`src/rtl/genius_pkg.sv`:
```
// Shared state encoding and default timing for the sequence playback controller.
package genius_pkg;

    localparam int unsigned TICK_DIV_DEFAULT  = 25000000;
    localparam int unsigned ON_TICKS_DEFAULT  = 2;
    localparam int unsigned GAP_TICKS_DEFAULT = 1;

    typedef enum logic [1:0] {
        IDLE = 2'd0,
        SHOW = 2'd1,
        GAP  = 2'd2,
        DONE = 2'd3
    } state_e;

endpackage

```
`src/rtl/tick_prescaler.sv`:
```
// Free-running divider: tick is high for one cycle out of every TICK_DIV,
// landing on the last cycle of each window counted from a clear.
module tick_prescaler
    import genius_pkg::*;
#(
    parameter int unsigned TICK_DIV = TICK_DIV_DEFAULT
) (
    input  logic clock,
    input  logic reset,
    input  logic clear,
    output logic tick
);

    localparam int unsigned CNT_W = (TICK_DIV > 1) ? $clog2(TICK_DIV) : 1;
    localparam logic [CNT_W-1:0] LAST = CNT_W'(TICK_DIV - 1);

    logic [CNT_W-1:0] cnt_q;
    logic [CNT_W-1:0] cnt_d;

    always_comb begin
        cnt_d = cnt_q;
        if (clear || (cnt_q == LAST)) begin
            cnt_d = '0;
        end else begin
            cnt_d = cnt_q + CNT_W'(1);
        end
    end

    always_ff @(posedge clock) begin
        if (!reset) begin
            cnt_q <= '0;
        end else begin
            cnt_q <= cnt_d;
        end
    end

    assign tick = (cnt_q == LAST);

endmodule

```
`src/rtl/sequence_playback_ctrl.sv`:
```
// Plays steps 0..level: each step is shown for ON_TICKS ticks then blanked
// for GAP_TICKS ticks, with a one-cycle done pulse after the last step.
module sequence_playback_ctrl
    import genius_pkg::*;
#(
    parameter int unsigned TICK_DIV  = TICK_DIV_DEFAULT,
    parameter int unsigned ON_TICKS  = ON_TICKS_DEFAULT,
    parameter int unsigned GAP_TICKS = GAP_TICKS_DEFAULT
) (
    input  logic       clock,
    input  logic       reset,
    input  logic       start,
    input  logic [3:0] level,
    input  logic       abort,
    output logic [3:0] seq_idx,
    output logic       show_en,
    output logic       busy,
    output logic       done
);

    localparam int unsigned PH_MAX = (ON_TICKS > GAP_TICKS) ? ON_TICKS : GAP_TICKS;
    localparam int unsigned PH_W   = (PH_MAX > 1) ? $clog2(PH_MAX) : 1;
    localparam logic [PH_W-1:0] ON_LAST  = PH_W'(ON_TICKS - 1);
    localparam logic [PH_W-1:0] GAP_LAST = PH_W'(GAP_TICKS - 1);

    state_e          state_q, state_d;
    logic [3:0]      level_q, level_d;
    logic [3:0]      seq_idx_q, seq_idx_d;
    logic [PH_W-1:0] phase_q, phase_d;
    logic            show_en_q, show_en_d;
    logic            busy_q, busy_d;
    logic            done_q, done_d;
    logic            tick;
    logic            ps_clear;

    // Holding the prescaler clear throughout IDLE aligns the first tick to SHOW entry.
    assign ps_clear = (state_q == IDLE);

    tick_prescaler #(
        .TICK_DIV (TICK_DIV)
    ) u_tick_prescaler (
        .clock (clock),
        .reset (reset),
        .clear (ps_clear),
        .tick  (tick)
    );

    always_comb begin
        state_d   = state_q;
        level_d   = level_q;
        seq_idx_d = seq_idx_q;
        phase_d   = phase_q;
        show_en_d = show_en_q;
        busy_d    = busy_q;
        done_d    = 1'b0;

        case (state_q)
            IDLE: begin
                if (start && !abort) begin
                    state_d   = SHOW;
                    level_d   = level;
                    seq_idx_d = '0;
                    phase_d   = '0;
                    show_en_d = 1'b1;
                    busy_d    = 1'b1;
                end
            end
            SHOW: begin
                if (tick) begin
                    if (phase_q == ON_LAST) begin
                        state_d   = GAP;
                        phase_d   = '0;
                        show_en_d = 1'b0;
                    end else begin
                        phase_d = phase_q + PH_W'(1);
                    end
                end
            end
            GAP: begin
                if (tick) begin
                    if (phase_q == GAP_LAST) begin
                        phase_d = '0;
                        if (seq_idx_q == level_q) begin
                            state_d   = DONE;
                            seq_idx_d = '0;
                            done_d    = 1'b1;
                        end else begin
                            state_d   = SHOW;
                            seq_idx_d = seq_idx_q + 4'd1;
                            show_en_d = 1'b1;
                        end
                    end else begin
                        phase_d = phase_q + PH_W'(1);
                    end
                end
            end
            DONE: begin
                state_d   = IDLE;
                seq_idx_d = '0;
                busy_d    = 1'b0;
            end
            default: begin
                state_d = IDLE;
            end
        endcase

        if (abort && (state_q != IDLE)) begin
            state_d   = IDLE;
            seq_idx_d = '0;
            phase_d   = '0;
            show_en_d = 1'b0;
            busy_d    = 1'b0;
            done_d    = 1'b0;
        end
    end

    always_ff @(posedge clock) begin
        if (!reset) begin
            state_q   <= IDLE;
            level_q   <= '0;
            seq_idx_q <= '0;
            phase_q   <= '0;
            show_en_q <= 1'b0;
            busy_q    <= 1'b0;
            done_q    <= 1'b0;
        end else begin
            state_q   <= state_d;
            level_q   <= level_d;
            seq_idx_q <= seq_idx_d;
            phase_q   <= phase_d;
            show_en_q <= show_en_d;
            busy_q    <= busy_d;
            done_q    <= done_d;
        end
    end

    assign seq_idx = seq_idx_q;
    assign show_en = show_en_q;
    assign busy    = busy_q;
    assign done    = done_q;

endmodule

```
`config.mk`:
```
export PLATFORM = sky130hd
export DESIGN_NAME = sequence_playback_ctrl
export DESIGN_NICKNAME = d
export VERILOG_FILES = /design/src/rtl/genius_pkg.sv /design/src/rtl/tick_prescaler.sv /design/src/rtl/sequence_playback_ctrl.sv
export SDC_FILE = /design/constraint.sdc
export NUM_CORES = 1
export LEC_CHECK = 0
export BUFFER_PORTS_ARGS = -buffer_cell sky130_fd_sc_hd__buf_2
export CAP_MARGIN = 30
export CORE_MARGIN = 2
export CORE_UTILIZATION = 35
export CTS_CLUSTER_DIAMETER = 100
export CTS_CLUSTER_SIZE = 8
export DETAILED_ROUTE_END_ITERATION = 12
export PLACE_DENSITY = 0.52
export SYNTH_ARGS = -nofsm -noshare
export SYNTH_HDL_FRONTEND = slang
export SYNTH_HIERARCHICAL = 1
export SYNTH_SLANG_ARGS = --single-unit
export TNS_END_PERCENT = 30
```
`constraint.sdc`:
```
create_clock -name clock -period 2.5 [get_ports clock]
set_clock_uncertainty 0.05 [all_clocks]
set_input_delay 0.5 -clock clock [delete_from_list [all_inputs] [get_ports clock]]
set_output_delay 0.5 -clock clock [all_outputs]
set_load 0.005 [all_outputs]
```
==> results.cfg <==
[outcome]
outcome = finished, final reports clean

[global_routing]
number_of_global_route_vias_before_repair = 1543
grt_antenna_before_repair = 0
grt.overflow.total = 0
grt_pass1_wl_mm = 7.19
gr-usage-all-layers_pct = 14.3
grt_start_max_net_pins = 24

[die]
die_h_um = 80.7
core_um2 = 5610
die-width_um = 80.7
initial_standard_cell_utilization_of_the_core_pct = 36.7
num_io_pins = 15
fp-row-count = 27
die-area_um2 = 6510

[clock_network]
worst_skew_pair.late_latency_ps = 290
cts_tree = yes
max-clock-path-buffers = 2
cts_made_buffers = 5
clk_transition_reported_paths_ps = 70
clock_sink_count = 39
h_tree_depth = 2
clockRootBuffer = sky130_fd_sc_hd__clkbuf_8

[timing]
maxSlewHeadroom_pct = 66.6
post-route-min-period_ps = 2180
grt_setup_unrepaired = no
setup_tns_ps = 0
max_slew.worst_pin.slew_ps = 501
achievable-frequency_ghz = 0.459
timing_max_transition_violations_final = 0
min_period_over_period_pct = 87.2
hold_viol_final = 0
final-setup-viol-count = 0

[synth]
synth.cells.most_frequent = sky130_fd_sc_hd__dfxtp_1, sky130_fd_sc_hd__nor2_1, sky130_fd_sc_hd__a21oi_1, sky130_fd_sc_hd__nand2_1, sky130_fd_sc_hd__nand3_1
synth_sequential_area_ratio_pct = 38.0
synth_edf_count = 0
register_bit_total_from_synthesis = 39
synth.top_cell.area_share_pct = 38.0
post_synth_inst_count = 227
mappedNetlistArea_um2 = 2060
synth_area_leader_cell = sky130_fd_sc_hd__dfxtp_1
ys_async_sr_fraction_pct = 0
cell_types_with_the_largest_area_share_after_synthesis = sky130_fd_sc_hd__dfxtp_1, sky130_fd_sc_hd__ha_1, sky130_fd_sc_hd__xnor2_1, sky130_fd_sc_hd__nor2_1, sky130_fd_sc_hd__a21oi_1
yosys_warnings = 6
synth-main-ff-cell = sky130_fd_sc_hd__dfxtp_1
yosysMostFrequentCell = sky130_fd_sc_hd__dfxtp_1
synthesis.nets = 242
syn_avg_cell_area_um2 = 9.06
synth_cell_types = 49

[critical_path]
worst-endpoint-arrival_ps = 2340
crit-reg2reg-launch = u_tick_prescaler/cnt_q[9]
crit_fanout = 5
critical_path.cell_chain = and4bb_2, nand4_1, nor3_1, o21ba_2, a2111oi_4, o21ai_2, a211oi_2
crit_required_ps = 2660
cp-end-kind = flip-flop
critical-path-slowest-cell = sky130_fd_sc_hd__dfxtp_1
crit_path_max_incr_delay_ps = 370
crit_path_start_kind = flip-flop
criticalPathCategory = reg -> reg
critical_path.startpoint = u_tick_prescaler/cnt_q[9]

[cells_and_area]
nFillCells = 579
flow.area_growth_from_synthesis_pct = 11.9
num_antenna_cells = 0
post_route_cells_drive_above_1_share_pct = 18.1
layout.nets = 263
postLayoutCoreUtil_pct = 41.0

[pwr]
vdd_drop_max_v = 0.000216
power_density_of_the_placed_cells_nw_per_um2 = 657
p_leak_nw = 0.746

[routing]
final_antenna_violating_net_count = 0
routed-via-count = 1686
drt_wl_total_mm = 4.32
avgRoutedWirePerCell_um = 13.5
remaining_drc_errors = 0
detail_route.iter0.violations = 157
via_per_inst = 5.25
drt_pre_antenna_iters = 4

[min_path]
hold_path.startpoint = show_en
hold_class = reg -> reg

[run]
maxCapViolations = 0

[place]
io_buffer_count = 14
placer_s_final_routability_congestion_estimate = 0.825
dp_hpwl_mm = 3.12
per-layer routing:
layer / GRT usage [%] / wire length, µm / vias up
li1: - / - / 882
met1: 20.4 / 2320 / 781
met2: 21.1 / 1840 / 19
met3: 3.37 / 116 / 4
met4: 4.75 / 46 / 0
met5: 0 / 0 / -
flip-flops by register name, summed over array words and instances, names as in the netlist:
signal and flops:
level_q 4, phase_q 1, show_en 1, done 1, state_q 2, seq_idx 4
busy 1, u_tick_prescaler/cnt_q 25
layout by cell type (no fill, tap or decap), types with 2 or more instances in the layout:
master,netlist,layout
sky130_fd_sc_hd__clkbuf_8,0,5
sky130_fd_sc_hd__nand3_1,12,12
sky130_fd_sc_hd__nor4_1,5,5
sky130_fd_sc_hd__nand4_1,8,8
sky130_fd_sc_hd__or3_1,6,6
sky130_fd_sc_hd__a31oi_1,3,3
sky130_fd_sc_hd__xnor2_1,10,10
sky130_fd_sc_hd__mux2i_1,5,5
sky130_fd_sc_hd__or2_2,2,2
sky130_fd_sc_hd__or4_1,6,6
sky130_fd_sc_hd__or4_4,2,2
sky130_fd_sc_hd__nand4b_1,2,2
sky130_fd_sc_hd__a211oi_1,2,2
sky130_fd_sc_hd__nor2b_1,6,6
sky130_fd_sc_hd__clkbuf_1,0,2
sky130_fd_sc_hd__ha_1,7,7
sky130_fd_sc_hd__nor2_1,19,19
sky130_fd_sc_hd__dfxtp_1,39,39
sky130_fd_sc_hd__inv_1,10,10
sky130_fd_sc_hd__o31ai_1,8,8
sky130_fd_sc_hd__a211oi_2,2,2
sky130_fd_sc_hd__nand2b_1,2,2
sky130_fd_sc_hd__buf_4,0,6
sky130_fd_sc_hd__a21oi_1,14,14
sky130_fd_sc_hd__o21ai_0,4,4
sky130_fd_sc_hd__nand2_1,14,14
sky130_fd_sc_hd__and3_1,2,2
sky130_fd_sc_hd__nand3_2,2,2
sky130_fd_sc_hd__nor3_1,4,4
sky130_fd_sc_hd__buf_2,3,14
sky130_fd_sc_hd__xor2_1,5,5
power by group:
group | internal, mW | leakage, nW | switching (mW) | total [mW]
clock | 0.196 | 0.0422 | 0.216 | 0.412
combinational | 0.172 | 0.389 | 0.245 | 0.417
sequential | 0.653 | 0.315 | 0.0308 | 0.684
final cells by class:
type | count | area [µm²] | share of cell area (%)
clock buffer | 7 | 76.3 | 3.32
clock inverter | 1 | 5.00 | 0.218
inverter | 10 | 37.5 | 1.63
multi-input combinational | 172 | 1200 | 52.0
sequential | 39 | 781 | 33.9
tap | 72 | 90.1 | 3.92
timing repair buffer | 20 | 115 | 5.00
cell families after synthesis:
| kind of cell | share of synthesized area (%) |
|---|---|
| AND/OR/NAND/NOR | 28.0 |
| AO/OA/AOI/OAI | 16.0 |
| buffers and inverters | 4.20 |
| multiplexers | 3.16 |
| flip-flops | 38.0 |
| XOR/XNOR | 6.39 |
| adder cells (fa/ha/maj) | 4.26 |
what timing repair did:
action | in CTS | in global routing
hold buffers | 0 | 0
gates resized for setup | 0 | 1
setup buffers | 0 | 0
setup endpoints to repair | 0 | 1
final timing paths:
path,slack [ps],cells after the start,endpoint
setup / recovery,320,7,show_en
hold reg to reg,420,2,show_en
setup reg to reg,320,7,show_en
hold / removal,420,2,show_en
worst max-delay path: cells and delay by family (launching register included):
family / cells / cell delay [ps]
AND/OR/NAND/NOR: 3 / 780
flip-flops: 1 / 370
AO/OA/AOI/OAI: 4 / 920
per-stage QoR:
| stage | worst slack [ps] | cells | hold slack [ps] | instance area, µm² | total power [mW] |
|---|---|---|---|---|---|
| finish | 319 | 321 | 418 | 2300 | 1.51 |
| global route | 174 | 321 | 423 | 2300 | 1.59 |
| CTS | 179 | 321 | 420 | 2290 | 1.52 |
| detailed placement | 195 | 313 | 408 | 2210 | 1.11 |
| global placement | 225 | 313 | 407 | 2210 | 1.11 |
| floorplan | 391 | 227 | 397 | 2060 | 1.02 |
(Power assumes the default switching activity.)
